==> config.mk <==
export PLATFORM = sky130hd
export DESIGN_NAME = i2c_tmp101_responder_flat
export DESIGN_NICKNAME = d
export VERILOG_FILES = /design/src/rtl/i2c_tmp101_responder_if.sv /design/src/rtl/i2c_tmp101_responder.sv /design/src/flat_wrapper.sv
export SDC_FILE = /design/constraint.sdc
export NUM_CORES = 1
export LEC_CHECK = 0
export CAP_MARGIN = 30
export CORE_ASPECT_RATIO = 0.6
export CORE_UTILIZATION = 27
export DETAILED_ROUTE_END_ITERATION = 12
export GPL_ROUTABILITY_DRIVEN = 0
export PLACE_DENSITY_LB_ADDON = 0.2
export SYNTH_ARGS = -nofsm -noshare
export SYNTH_HDL_FRONTEND = slang
export SYNTH_SLANG_ARGS = --single-unit
==> constraint.sdc <==
create_clock -name clk_sys -period 5.9 [get_ports clk_sys]
set_input_delay 1.18 -clock clk_sys [delete_from_list [all_inputs] [get_ports clk_sys]]
set_output_delay 1.18 -clock clk_sys [all_outputs]
set_load 0.03 [all_outputs]
==> src/rtl/i2c_tmp101_responder_if.sv <==
// I2C bus signals as seen at the responder pins: raw SCL/SDA levels in and
// the open-drain pull-down request out.
interface i2c_tmp101_responder_if;
  logic scl;
  logic sda_in;
  logic sda_pull;

  modport slave (
    input  scl,
    input  sda_in,
    output sda_pull
  );

  modport master (
    output scl,
    output sda_in,
    input  sda_pull
  );
endinterface

==> src/rtl/i2c_tmp101_responder.sv <==
// TMP101-style I2C target: pointer/config writes and snapshotted temperature reads.
// The bus is oversampled on clk_sys; all protocol decisions use synchronized SCL edges.
//
// state    | meaning
// IDLE     | bus free, waiting for START
// ADDR     | shifting in the address byte
// ADDR_ACK | pulling SDA low to acknowledge our address
// WR_BYTE  | shifting in a pointer or data byte
// WR_ACK   | acknowledging a written byte
// RD_BYTE  | driving a read byte MSB first
// RD_ACK   | SDA released, sampling the initiator ACK/NACK
// IGNORE   | not addressed or read ended, waiting for START/STOP
module i2c_tmp101_responder #(
  parameter logic [6:0] DEV_ADDR  = 7'b1001000,
  parameter logic [7:0] CFG_RESET = 8'h00
) (
  input  logic                         clk_sys,
  input  logic                         rst,
  i2c_tmp101_responder_if.slave        bus,
  input  logic [11:0]                  temperature,
  output logic [7:0]                   config_reg,
  output logic [1:0]                   pointer_reg,
  output logic                         busy
);

  typedef enum logic [2:0] {
    IDLE, ADDR, ADDR_ACK, WR_BYTE, WR_ACK, RD_BYTE, RD_ACK, IGNORE
  } state_t;

  state_t      state_q, state_d;
  logic [3:0]  cnt_q, cnt_d;
  logic [7:0]  shift_q, shift_d;
  logic [7:0]  tx_q, tx_d;
  logic [11:0] snap_q, snap_d;
  logic [7:0]  config_q, config_d;
  logic [1:0]  pointer_q, pointer_d;
  logic        pull_q, pull_d;
  logic        first_q, first_d;
  logic        phase_q, phase_d;
  logic        ack_q, ack_d;

  logic [2:0]  scl_sync, sda_sync;
  logic        scl_rise, scl_fall, start_det, stop_det;
  logic [7:0]  rd_first, rd_next;

  always_ff @(posedge clk_sys) begin
    if (rst) begin
      scl_sync <= 3'b111;
      sda_sync <= 3'b111;
    end else begin
      scl_sync <= {scl_sync[1:0], bus.scl};
      sda_sync <= {sda_sync[1:0], bus.sda_in};
    end
  end

  assign scl_rise  =  scl_sync[1] & ~scl_sync[2];
  assign scl_fall  = ~scl_sync[1] &  scl_sync[2];
  assign start_det =  scl_sync[1] &  sda_sync[2] & ~sda_sync[1];
  assign stop_det  =  scl_sync[1] & ~sda_sync[2] &  sda_sync[1];

  // Pointer 00 alternates MSB/LSB halves of the reading; phase 0 is the MSB byte.
  function automatic logic [7:0] read_byte(input logic [1:0]  ptr,
                                           input logic        phase,
                                           input logic [11:0] snap,
                                           input logic [7:0]  cfg);
    logic [7:0] b;
    case (ptr)
      2'b00:   b = phase ? {snap[3:0], 4'b0000} : snap[11:4];
      2'b01:   b = cfg;
      default: b = 8'h00;
    endcase
    return b;
  endfunction

  assign rd_first = read_byte(pointer_q, 1'b0, temperature, config_q);
  assign rd_next  = read_byte(pointer_q, ~phase_q, snap_q, config_q);

  always_ff @(posedge clk_sys) begin
    if (rst) begin
      state_q   <= IDLE;
      cnt_q     <= 4'd0;
      shift_q   <= 8'h00;
      tx_q      <= 8'h00;
      snap_q    <= 12'h000;
      config_q  <= CFG_RESET;
      pointer_q <= 2'b00;
      pull_q    <= 1'b0;
      first_q   <= 1'b0;
      phase_q   <= 1'b0;
      ack_q     <= 1'b0;
    end else begin
      state_q   <= state_d;
      cnt_q     <= cnt_d;
      shift_q   <= shift_d;
      tx_q      <= tx_d;
      snap_q    <= snap_d;
      config_q  <= config_d;
      pointer_q <= pointer_d;
      pull_q    <= pull_d;
      first_q   <= first_d;
      phase_q   <= phase_d;
      ack_q     <= ack_d;
    end
  end

  always_comb begin
    state_d   = state_q;
    cnt_d     = cnt_q;
    shift_d   = shift_q;
    tx_d      = tx_q;
    snap_d    = snap_q;
    config_d  = config_q;
    pointer_d = pointer_q;
    pull_d    = pull_q;
    first_d   = first_q;
    phase_d   = phase_q;
    ack_d     = ack_q;

    if (stop_det) begin
      state_d = IDLE;
      cnt_d   = 4'd0;
      pull_d  = 1'b0;
    end else if (start_det) begin
      state_d = ADDR;
      cnt_d   = 4'd0;
      pull_d  = 1'b0;
    end else begin
      case (state_q)
        IDLE: pull_d = 1'b0;

        ADDR: begin
          if (scl_rise) begin
            shift_d = {shift_q[6:0], sda_sync[1]};
            cnt_d   = cnt_q + 4'd1;
          end else if (scl_fall && cnt_q == 4'd8) begin
            if (shift_q[7:1] == DEV_ADDR) begin
              state_d = ADDR_ACK;
              pull_d  = 1'b1;
            end else begin
              state_d = IGNORE;
            end
          end
        end

        ADDR_ACK: begin
          if (scl_fall) begin
            cnt_d = 4'd0;
            if (shift_q[0]) begin
              state_d = RD_BYTE;
              snap_d  = temperature;
              phase_d = 1'b0;
              tx_d    = rd_first;
              pull_d  = ~rd_first[7];
            end else begin
              state_d = WR_BYTE;
              first_d = 1'b1;
              pull_d  = 1'b0;
            end
          end
        end

        WR_BYTE: begin
          if (scl_rise) begin
            shift_d = {shift_q[6:0], sda_sync[1]};
            cnt_d   = cnt_q + 4'd1;
          end else if (scl_fall && cnt_q == 4'd8) begin
            // Commit only on a complete byte, so an aborted byte never lands.
            if (first_q)
              pointer_d = shift_q[1:0];
            else if (pointer_q == 2'b01)
              config_d = shift_q;
            first_d = 1'b0;
            state_d = WR_ACK;
            pull_d  = 1'b1;
          end
        end

        WR_ACK: begin
          if (scl_fall) begin
            state_d = WR_BYTE;
            cnt_d   = 4'd0;
            pull_d  = 1'b0;
          end
        end

        RD_BYTE: begin
          if (scl_rise) begin
            cnt_d = cnt_q + 4'd1;
          end else if (scl_fall) begin
            if (cnt_q == 4'd8) begin
              state_d = RD_ACK;
              pull_d  = 1'b0;
              ack_d   = 1'b0;
            end else begin
              tx_d   = {tx_q[6:0], 1'b0};
              pull_d = ~tx_q[6];
            end
          end
        end

        RD_ACK: begin
          pull_d = 1'b0;
          if (scl_rise) begin
            if (sda_sync[1])
              state_d = IGNORE;
            else
              ack_d = 1'b1;
          end else if (scl_fall && ack_q) begin
            state_d = RD_BYTE;
            cnt_d   = 4'd0;
            phase_d = ~phase_q;
            tx_d    = rd_next;
            pull_d  = ~rd_next[7];
          end
        end

        IGNORE: pull_d = 1'b0;

        default: begin
          state_d = IDLE;
          pull_d  = 1'b0;
        end
      endcase
    end
  end

  assign bus.sda_pull = pull_q;
  assign config_reg   = config_q;
  assign pointer_reg  = pointer_q;
  assign busy         = (state_q == ADDR_ACK) || (state_q == WR_BYTE) ||
                        (state_q == WR_ACK)   || (state_q == RD_BYTE) ||
                        (state_q == RD_ACK);

endmodule

==> src/flat_wrapper.sv <==
// flat-port wrapper written by rule: the top's interface ports become plain ports
module i2c_tmp101_responder_flat 
#(
  parameter logic [6:0] DEV_ADDR  = 7'b1001000,
  parameter logic [7:0] CFG_RESET = 8'h00
)
  (clk_sys, rst, temperature, config_reg, pointer_reg, busy, bus_scl, bus_sda_in, bus_sda_pull);
  i2c_tmp101_responder_if bus_i ();
  input  logic clk_sys;
  input  logic rst;
  input  logic [11:0] temperature;
  output logic [7:0] config_reg;
  output logic [1:0] pointer_reg;
  output logic busy;
  input wire logic [$bits(bus_i.scl)-1:0] bus_scl;
  input wire logic [$bits(bus_i.sda_in)-1:0] bus_sda_in;
  output wire logic [$bits(bus_i.sda_pull)-1:0] bus_sda_pull;
  assign bus_i.scl = bus_scl;
  assign bus_i.sda_in = bus_sda_in;
  assign bus_sda_pull = bus_i.sda_pull;
  i2c_tmp101_responder #(.DEV_ADDR(DEV_ADDR), .CFG_RESET(CFG_RESET)) u_core (.clk_sys(clk_sys), .rst(rst), .bus(bus_i), .temperature(temperature), .config_reg(config_reg), .pointer_reg(pointer_reg), .busy(busy));
endmodule
# After elaboration in Yosys (flattened, before gate mapping)
# Index checks and enable logic that the tools add are counted.
# totals
ff_bits,54
output_inout_bits,12
in_bits,16
wordCells,170
# op_classes
reduce_logical,33
n_bitwise,18
n_addsub,1
n_eq_ne,42
mux,62
# op_table
operator,count
7-bit two-way mux,7
3-bit two-way mux,14
8-bit case mux with 2 select lines,2
1-bit two-way mux,27
"2-bit by 1-bit inequality test with 1-bit output, second input constant",12
12-bit AND reduction,2
"3-bit by 1-bit inequality test with 1-bit output, second input constant",7
7-bit case mux with 3 select lines,1
7-bit AND reduction,3
3-bit case mux with 6 select lines,1
4-bit two-way mux,4
"2-bit inequality test, second input constant",7
"3-bit equality test, second input constant",4
1-bit inverter,12
4-bit case mux with 3 select lines,1
10-bit AND reduction,1
5-bit AND reduction,2
"3-bit inequality test, second input constant",3
9-bit AND reduction,1
8-bit two-way mux,1
8-bit AND reduction,1
2-bit OR reduction,4
"7-bit equality test, second input constant",1
1-bit case mux with 7 select lines,1
other kinds (21),37

# Logic depth before layout (Yosys ltp)
# Gate-level depths: netlist of run 1.
# depth
depth_word,7
depth_mapped,8

# Worst setup path before layout of run 1
# Ideal clock, no wire load.
# synth_path
kind,flip-flop to output port
start,register u_core.state_q[1]
end,output busy
t_arrival_ps,1269
stages_incl_launch_ff,5
n_path_buf,2
setup_slack_ps,3451
path_cell_list,dfxtp_1 -> buf_4 -> clkbuf_1 -> and3_1 -> nor2_1
# synth_between
elab_chain_len,5
# synth_lines
item,line_no,text
start: declaration,i2c_tmp101_responder.sv:30,"state_t state_q, state_d;"
start signal: assignment,i2c_tmp101_responder.sv:92,state_q <= state_d;
3-bit by 2-bit equality test with 1-bit output,i2c_tmp101_responder.sv:230,assign busy = (state_q == ADDR_ACK) || (state_q == WR_BYTE) ||
1-bit logical OR (2 in series),i2c_tmp101_responder.sv:230,
1-bit logical OR,i2c_tmp101_responder.sv:231,(state_q == WR_ACK) || (state_q == RD_BYTE) ||
1-bit logical OR *,i2c_tmp101_responder.sv:231,
end: declaration,flat_wrapper.sv:14,output logic busy;
# Mark *: on every way between the ends. The rest lies on a longest branch, timed or not.

# Worst setup path in the final report of run 1
# Ends and elaborated chain as after synthesis.

==> flow_summary.yaml, run 1 <==
setup_path:
  setup.reg_to_reg.worst_slack_ns: 3.36
  worst-path-max-fanout: 24
  start_kind: "flip-flop"
  critPathArrivalTime_ns: 2.03
  crit_path_cell_trace: "nor2_1, nor2_1, clkdlybuf4s50_1"
  critPathKind: "flip-flop to output port"
  crit_required_ns: 4.72
  critical_path.slowest_cell: "sky130_fd_sc_hd__dfxtp_1"
  end_kind: "output port"
  path_common_cell: "sky130_fd_sc_hd__nor2_1"
  cp_slowest_stage_delay_ns: 0.76
clocking:
  post_cts_buffers: 0
  cts_resized: 0
  cts-htree-levels: 2
  tritoncts.num_buffers: 5
  worst_skew_pair_later_pin_latency_ns: 0.30
  cts.sinks: 54
  clock_tree.buffer_depth: 2
  cts-root-buf: "sky130_fd_sc_hd__clkbuf_16"
  cts_tree: "done"
  holdBufCountCts: 0
  clkSlewWorstSetupHoldPaths_ns: 0.07
grt:
  top_usage_layer: "met1"
  antenna_found_initial: 0
  global_route.usage.met3: 0.0381
  grt_use_met2: 0.167
  via_count_of_the_first_global_routing_pass: 2071
  globalRouteMet1Util: 0.229
  grt_usage: 0.140
  grt_first_pass_wirelength_um: 11600
  largest_net_degree_at_the_start_of_global_routing: 49
  global_route.overflow_total: 0
floorplan:
  design.core.area_mm2: 0.0100
  die_area_mm2: 0.0109
  die_w_um: 134
  fp-row-count: 28
  die_h_um: 81.3
  num_io_pins: 28
  floorplan.initialDensity: 0.282
yosys:
  number_of_enable_flip_flop_cells_after_synthesis: 0
  fraction_of_the_mapped_netlist_area_in_compound_gates: 0.155
  synth_top_cells_by_area: "sky130_fd_sc_hd__dfxtp_1 (38%), sky130_fd_sc_hd__mux2i_1 (12%), sky130_fd_sc_hd__nor2_1 (5.7%)"
  post_synth_num_cell_types: 59
  yosys_register_bits: 54
  yosysMostFrequentCell: "sky130_fd_sc_hd__dfxtp_1"
  syn_avg_cell_area_um2: 8.83
  netlist_instances: 320
  seq_area_frac_synth: 0.382
  synthesis.yosys.warnings: 0
  post_synth_most_frequent_cells: "sky130_fd_sc_hd__dfxtp_1 (54), sky130_fd_sc_hd__nor2_1 (43), sky130_fd_sc_hd__mux2i_1 (35)"
  post_synthesis_share_of_cell_area_spent_on_full_adders_half_adders_and_majority_gates: 0.00885
  synth_top_cell_by_area: "sky130_fd_sc_hd__dfxtp_1"
  synth_mux_area_frac: 0.128
  synthXorXnorAreaFrac: 0.0124
  synth_top_family_by_area: "simple AND/OR/NAND/NOR gates"
  synth_top_area_frac: 0.382
  synthSimpleGateAreaFrac: 0.256
  synth_async_sr_flop_share: 0
  synth_area_mm2: 0.00283
  synth_nets: 338
  yosys_most_used_dff: "sky130_fd_sc_hd__dfxtp_1"
run_status:
  result_of_the_run: "finished clean"
sta:
  fmaxAchievable_mhz: 312
  timing.hold.ws_ns: 0.411
  final_number_of_hold_violating_endpoints: 0
  tightest_slew_ns: 0.873
  slew_violations: 0
  rsz_0062_raised_after_global_routing: "no"
  max_slew_margin: 0.416
  final_worst_path_period_share: 0.544
  clock_skew_ns: 0.00786
  tns_ns: 0
  timing.final.crit_period_ns: 3.21
  setup_viol: 0
routing:
  ant_nets: 0
  firstDrtPassIters: 5
  drcViolationCount: 0
  via_per_inst: 5.01
  dr_total_vias: 2354
  routed_wire_length_per_instance_um: 15.5
  wirelength_um: 7290
  detailedRoute.firstIterationViolations: 161
cells_and_area:
  final_util: 0.330
  insertedDiodeCount: 0
  final_layout_size_suffix_gt1_frac: 0.101
  fin_nets: 352
  area_growth_syn_to_layout_pct: 16.9
  largest_register_ff_count: 12
  multi_input_area_mm2: 0.00158
  layout.filler_cells: 1067
  layout.area.seq_mm2: 0.00108
placed_design:
  detailed_place_hpwl_um: 5180
  io_buffers: 27
power:
  peak_vdd_ir_mv: 0.104
  p_leak_nw: 1.42
  power.density_mw_per_mm2: 222
hold_path:
  hold_path.class: "flip-flop to flip-flop"
run:
  drv_cap: 0
## report_power, final
part / internal (W) / switching, W / total [W]
Combinational: 0.0000209 / 0.0000203 / 0.0000412
Sequential: 0.000367 / 0.00000425 / 0.000371
Clock: 0.000182 / 0.000139 / 0.000321
## metrics by stage
step	area (um^2)	total power, W	setup WS [ns]	cells
floorplan	2830	0.000404	3.45	320
global placement	3140	0.000421	2.90	462
detailed placement	3140	0.000421	2.86	462
CTS	3300	0.000743	2.68	470
global route	3300	0.000763	2.51	470
finish	3300	0.000733	2.69	470
## layer usage
| metal | up-vias | part of all wire |
|---|---|---|
| li1 | 1173 | - |
| met4 | 0 | 0.0066 |
| met3 | 5 | 0.056 |
| met2 | 73 | 0.36 |
| met5 | - | 0 |
| met1 | 1103 | 0.58 |
## final cells by class
cell class | count | area share
repair buffers | 28 | 0.0841
flip-flops and latches | 54 | 0.327
multi-input cells | 237 | 0.480
well taps | 135 | 0.0511
clock buffers | 7 | 0.0462
inverters | 8 | 0.00909
clock inverters | 1 | 0.00265
## final timing paths
check                                        start                 end  cells after the start
worst max register to register   u_core.state_q[1]   u_core.snap_q[11]                      4
worst min-delay path            u_core.scl_sync[0]  u_core.scl_sync[1]                      1
worst min register to register  u_core.scl_sync[0]  u_core.scl_sync[1]                      1
worst max-delay path             u_core.state_q[1]                busy                      3
## logic make-up (layout without fill, tap and decap cells)
| kind of cell | after synthesis | after routing |
|---|---|---|
| AO/OA/AOI/OAI | 64 | 64 |
| buffers and inverters | 29 | 44 |
| XOR/XNOR | 4 | 4 |
| AND/OR/NAND/NOR | 131 | 131 |
| flip-flops | 54 | 54 |
| adder cells (fa/ha/maj) | 2 | 2 |
| multiplexers | 36 | 36 |
## layout by cell type, fill, tap and decap left out, types with 4 or more instances in the layout
cell	instances
sky130_fd_sc_hd__nand3b_1	5
sky130_fd_sc_hd__a21oi_1	7
sky130_fd_sc_hd__clkbuf_16	5
sky130_fd_sc_hd__or2_2	9
sky130_fd_sc_hd__nor2_1	43
sky130_fd_sc_hd__inv_1	8
sky130_fd_sc_hd__a31oi_1	8
sky130_fd_sc_hd__nor3_1	8
sky130_fd_sc_hd__nand2_1	17
sky130_fd_sc_hd__nor2b_1	6
sky130_fd_sc_hd__dfxtp_1	54
sky130_fd_sc_hd__clkdlybuf4s50_1	27
sky130_fd_sc_hd__o21ai_0	15
sky130_fd_sc_hd__nand2b_1	5
sky130_fd_sc_hd__nand3_1	13
sky130_fd_sc_hd__mux2i_1	35
sky130_fd_sc_hd__o2bb2ai_1	4
## critical path, delay by kind of cell (launching register included)
family	cells	cell delay [ns]
flops	1	0.76
buf+inv	1	0.68
simple gates	2	0.29
No activity file was read; power rests on OpenSTA's default activity.
==> run 2, diff against run 1 <==
==> constraint.sdc (replaced) <==
create_clock -name clk_sys -period 2.9 [get_ports clk_sys]
set_input_delay 0.58 -clock clk_sys [delete_from_list [all_inputs] [get_ports clk_sys]]
set_output_delay 0.58 -clock clk_sys [all_outputs]
set_load 0.03 [all_outputs]
==> flow_summary.yaml, run 2 (synthesis results as in run 1) <==
setup_path:
  reg2reg_to: "u_core.snap_q[2]"
  end_kind: "output port"
  crit_required_ns: 2.32
  timing.reg2reg.worst_path_depth: 4
  setup.reg_to_reg.worst_slack_ns: 0.68
  start_kind: "flip-flop"
  worst-path-max-fanout: 20
  critPathKind: "flip-flop to output port"
  critPathArrivalTime_ns: 1.91
  regToRegStartpoint: "u_core.state_q[1]"
sta:
  final_number_of_hold_violating_endpoints: 0
  tightest_slew_ns: 0.907
  final_worst_path_period_share: 0.860
  tns_ns: 0
  clock_skew_ns: 0.00784
  max_slew_margin: 0.393
  slew_violations: 0
  fmaxAchievable_mhz: 401
  setup_viol: 0
  timing.final.crit_period_ns: 2.49
  rsz_0062_raised_after_global_routing: "no"
floorplan:
  fp-row-count: 28
  num_io_pins: 28
  design.core.area_mm2: 0.0100
  die_w_um: 134
  die_h_um: 81.3
  floorplan.initialDensity: 0.282
  die_area_mm2: 0.0109
clocking:
  holdBufCountCts: 0
  worst_skew_pair_later_pin_latency_ns: 0.31
  cts-root-buf: "sky130_fd_sc_hd__clkbuf_16"
  cts_tree: "done"
  post_cts_buffers: 0
  tritoncts.num_buffers: 5
  clkSlewWorstSetupHoldPaths_ns: 0.07
  cts_resized: 0
  cts-htree-levels: 2
  clock_tree.buffer_depth: 2
  cts.sinks: 54
hold_path:
  hold_depth: 1
  hold_path.class: "flip-flop to flip-flop"
  hold_end: "u_core.sda_sync[1]"
  hp-start: "u_core.sda_sync[0]"
cells_and_area:
  leading_cell_types_in_the_layout_fill_and_taps_excluded: "sky130_fd_sc_hd__dfxtp_1 (54), sky130_fd_sc_hd__nor2_1 (43), sky130_fd_sc_hd__mux2i_1 (35)"
  layout.filler_cells: 1074
  layout.area.seq_mm2: 0.00108
  area_growth_syn_to_layout_pct: 17.4
  final_layout_size_suffix_gt1_frac: 0.109
  insertedDiodeCount: 0
  fin_nets: 355
  largest_register_ff_count: 12
  number_of_non_filler_instances_in_the_completed_layout: 473
  multi_input_area_mm2: 0.00158
  leading_cell_type_in_the_layout_fill_and_taps_excluded: "sky130_fd_sc_hd__dfxtp_1"
routing:
  via_per_inst: 4.94
  drcViolationCount: 0
  dr_total_vias: 2336
  ant_nets: 0
  firstDrtPassIters: 5
  routed_wire_length_per_instance_um: 15.4
  wirelength_um: 7270
  detailedRoute.firstIterationViolations: 198
grt:
  via_count_of_the_first_global_routing_pass: 2098
  largest_net_degree_at_the_start_of_global_routing: 48
  antenna_found_initial: 0
  global_route.overflow_total: 0
  grt_usage: 0.142
  grt_first_pass_wirelength_um: 11700
power:
  peak_vdd_ir_mv: 0.240
  p_leak_nw: 1.43
  power.density_mw_per_mm2: 445
run:
  drv_cap: 0
placed_design:
  number_of_placed_instances_with_taps_included: 465
  io_buffers: 27
  detailed_place_hpwl_um: 5260
run_status:
  result_of_the_run: "finished clean"
[run 2: cell types whose count changed in the layout (fill, tap and decap cells not counted)]
cell / previous run / this run
sky130_fd_sc_hd__inv_8: 0 / 1
sky130_fd_sc_hd__buf_4: 1 / 4
sky130_fd_sc_hd__clkinv_4: 1 / 2
sky130_fd_sc_hd__clkbuf_8: 2 / 0
[run 2: metal layers]
metal  share of wire  global-route usage  vias up
met5               0                   0        -
met4          0.0073              0.0371        0
met3           0.053              0.0387        5
met2            0.37               0.178       39
met1            0.57               0.224     1116
li1                -                   -     1176
[run 2: worst max-delay path, stage by stage, from the launching register on]
cell,delay [ns]
sky130_fd_sc_hd__dfxtp_1,0.71
sky130_fd_sc_hd__and3_1,0.25
sky130_fd_sc_hd__nor2_1,0.05
sky130_fd_sc_hd__clkdlybuf4s50_1,0.60
[run 2: layout make-up]
cell class,count,area share
timing repair buffer,31,0.0905
multi-input combinational,237,0.477
tap,135,0.0509
inverter,8,0.00905
clock buffer,5,0.0377
clock inverter,3,0.00867
sequential,54,0.326
[run 2: stage by stage]
stage | hold slack [ns] | total power [W] | setup slack [ns] | area [um^2] | util
after floorplan | 0.389 | 0.000822 | 1.02 | 2830 | -
after global placement | 0.393 | 0.000857 | 0.715 | 3160 | 0.316
after detailed placement | 0.395 | 0.000856 | 0.653 | 3160 | 0.316
after CTS | 0.414 | 0.00150 | 0.401 | 3320 | 0.331
after global routing | 0.415 | 0.00154 | 0.289 | 3320 | 0.331
final | 0.411 | 0.00148 | 0.405 | 3320 | 0.331
[run 2: how the worst max path moves through the flow]
stage,startpoint,end,slack (ns),depth (start not counted)
after global placement,u_core.state_q[0],busy,0.71,3
after detailed placement,u_core.state_q[1],u_core.snap_q[2],0.65,4
after floorplan,u_core.cnt_q[0],u_core.tx_q[1],1.02,8
after CTS,u_core.state_q[0],busy,0.40,3
final,u_core.state_q[0],busy,0.41,3
after global routing,u_core.state_q[0],busy,0.29,3
[run 2: power breakdown]
part           switching [W]  total [W]  leakage (nW)  internal (W)
Clock               0.000307   0.000637        0.0759      0.000330
Combinational      0.0000417  0.0000842         0.919     0.0000425
Sequential        0.00000817   0.000754         0.436      0.000746
==> run 3, diff against run 2 <==
--- a/config.mk
+++ b/config.mk
@@ -11,6 +11,7 @@
 export DETAILED_ROUTE_END_ITERATION = 12
 export GPL_ROUTABILITY_DRIVEN = 0
 export PLACE_DENSITY_LB_ADDON = 0.2
+export SETUP_SLACK_MARGIN = 0.4
 export SYNTH_ARGS = -nofsm -noshare
 export SYNTH_HDL_FRONTEND = slang
 export SYNTH_SLANG_ARGS = --single-unit
==> flow_summary.yaml, run 3 (synthesis results as in run 1) <==
sta:
  setup_viol: 0
  timing.final.crit_period_ns: 2.30
  max_slew_margin: 0.393
  tns_ns: 0
  clock_skew_ns: 0.00790
  final_worst_path_period_share: 0.793
  final_number_of_hold_violating_endpoints: 0
  slew_violations: 0
  rsz_0062_raised_after_global_routing: "no"
  tightest_slew_ns: 0.908
  fmaxAchievable_mhz: 435
clocking:
  clock_tree.buffer_depth: 2
  cts-root-buf: "sky130_fd_sc_hd__clkbuf_16"
  cts.sinks: 54
  cts-htree-levels: 2
  tritoncts.num_buffers: 5
  clkSlewWorstSetupHoldPaths_ns: 0.07
  worst_skew_pair_later_pin_latency_ns: 0.31
  cts_tree: "done"
routing:
  firstDrtPassIters: 4
  via_per_inst: 4.94
  dr_total_vias: 2335
  wirelength_um: 7260
  drcViolationCount: 0
  ant_nets: 0
  detailedRoute.firstIterationViolations: 200
  routed_wire_length_per_instance_um: 15.3
grt:
  via_count_of_the_first_global_routing_pass: 2098
  largest_net_degree_at_the_start_of_global_routing: 48
  antenna_found_initial: 0
  grt_first_pass_wirelength_um: 11700
  global_route.overflow_total: 0
  grt_usage: 0.142
run_status:
  result_of_the_run: "finished clean"
cells_and_area:
  fin_nets: 355
  area_growth_syn_to_layout_pct: 17.5
  largest_register_ff_count: 12
  leading_cell_type_in_the_layout_fill_and_taps_excluded: "sky130_fd_sc_hd__dfxtp_1"
  insertedDiodeCount: 0
  post_route_cell_area_mm2: 0.00332
  leading_cell_types_in_the_layout_fill_and_taps_excluded: "sky130_fd_sc_hd__dfxtp_1 (52), sky130_fd_sc_hd__nor2_1 (43), sky130_fd_sc_hd__mux2i_1 (35)"
  final_layout_size_suffix_gt1_frac: 0.115
power:
  p_sw_w: 0.000357
  p_leak_nw: 1.43
  combinationalPowerShare: 0.057
  netSwitchingFraction: 0.242
  intPower_w: 0.00112
  peak_vdd_ir_mv: 0.240
  p_clk_frac: 0.432
  power.density_mw_per_mm2: 444
  power.sequential.fraction: 0.511
setup_path:
  end_kind: "output port"
  critPathKind: "flip-flop to output port"
  critPathArrivalTime_ns: 1.72
  worst-path-max-fanout: 20
  start_kind: "flip-flop"
  crit_required_ns: 2.32
run:
  drv_cap: 0
floorplan:
  die_w_um: 134
  num_io_pins: 28
  design.core.area_mm2: 0.0100
  fp-row-count: 28
  die_h_um: 81.3
  die_area_mm2: 0.0109
  floorplan.initialDensity: 0.282
hold_path:
  hold_path.class: "flip-flop to flip-flop"
placed_design:
  io_buffers: 27
  detailed_place_hpwl_um: 5260
  placed_cell_area_mm2: 0.00316
==> run 3: cell type report <==
| type | count | area, um^2 |
|---|---|---|
| clock inverters | 3 | 28.8 |
| clock buffers | 5 | 125 |
| well taps | 135 | 169 |
| flip-flops and latches | 54 | 1080 |
| fillers | 1073 | 6700 |
| repair buffers | 31 | 300 |
| inverters | 8 | 30.0 |
| multi-input cells | 237 | 1580 |
==> run 3: power groups by stage <==
stage	Sequential, W	Combinational [W]	Clock [W]
CTS	0.000754	0.0000845	0.000662
detailed placement	0.000772	0.0000841	0
floorplan	0.000768	0.0000543	0
finish	0.000754	0.0000841	0.000637
global route	0.000756	0.0000929	0.000687
global placement	0.000772	0.0000856	0
==> run 3: worst paths after layout <==
kind	from	to	slack, ns	cells past startpoint
max	u_core.state_q[0]	busy	0.60	3
min	u_core.sda_sync[0]	u_core.sda_sync[1]	0.41	1
max reg2reg	u_core.state_q[1]	u_core.snap_q[2]	0.80	4
min reg2reg	u_core.sda_sync[0]	u_core.sda_sync[1]	0.41	1
==> run 3: worst max-delay path: stages (launching register included) <==
cell	delay, ns
sky130_fd_sc_hd__dfxtp_2	0.43
sky130_fd_sc_hd__and3_1	0.21
sky130_fd_sc_hd__nor2_1	0.10
sky130_fd_sc_hd__clkdlybuf4s50_1	0.68
==> run 3: per-stage QoR <==
step | total power (W) | setup WS, ns | util | hold WS (ns) | instances
final | 0.00148 | 0.600 | 0.331 | 0.411 | 473
after detailed placement | 0.000856 | 0.653 | 0.316 | 0.395 | 465
after global routing | 0.00154 | 0.514 | 0.331 | 0.416 | 473
after CTS | 0.00150 | 0.401 | 0.331 | 0.414 | 473
after floorplan | 0.000822 | 1.02 | - | 0.389 | 320
after global placement | 0.000857 | 0.715 | 0.316 | 0.393 | 465
==> run 3: what timing repair did <==
action                     in CTS  in global routing
buffers inserted                0                  0
gates resized for setup         0                  2
hold buffers                    0                  0
setup endpoints to repair       0                  1
==> run 3: per-layer routing <==
metal | up-vias | global-route usage | part of all wire
met5 | - | 0 | 0
met1 | 1110 | 0.224 | 0.57
met4 | 0 | 0.0371 | 0.0073
met3 | 5 | 0.0387 | 0.052
li1 | 1176 | - | -
met2 | 44 | 0.178 | 0.37
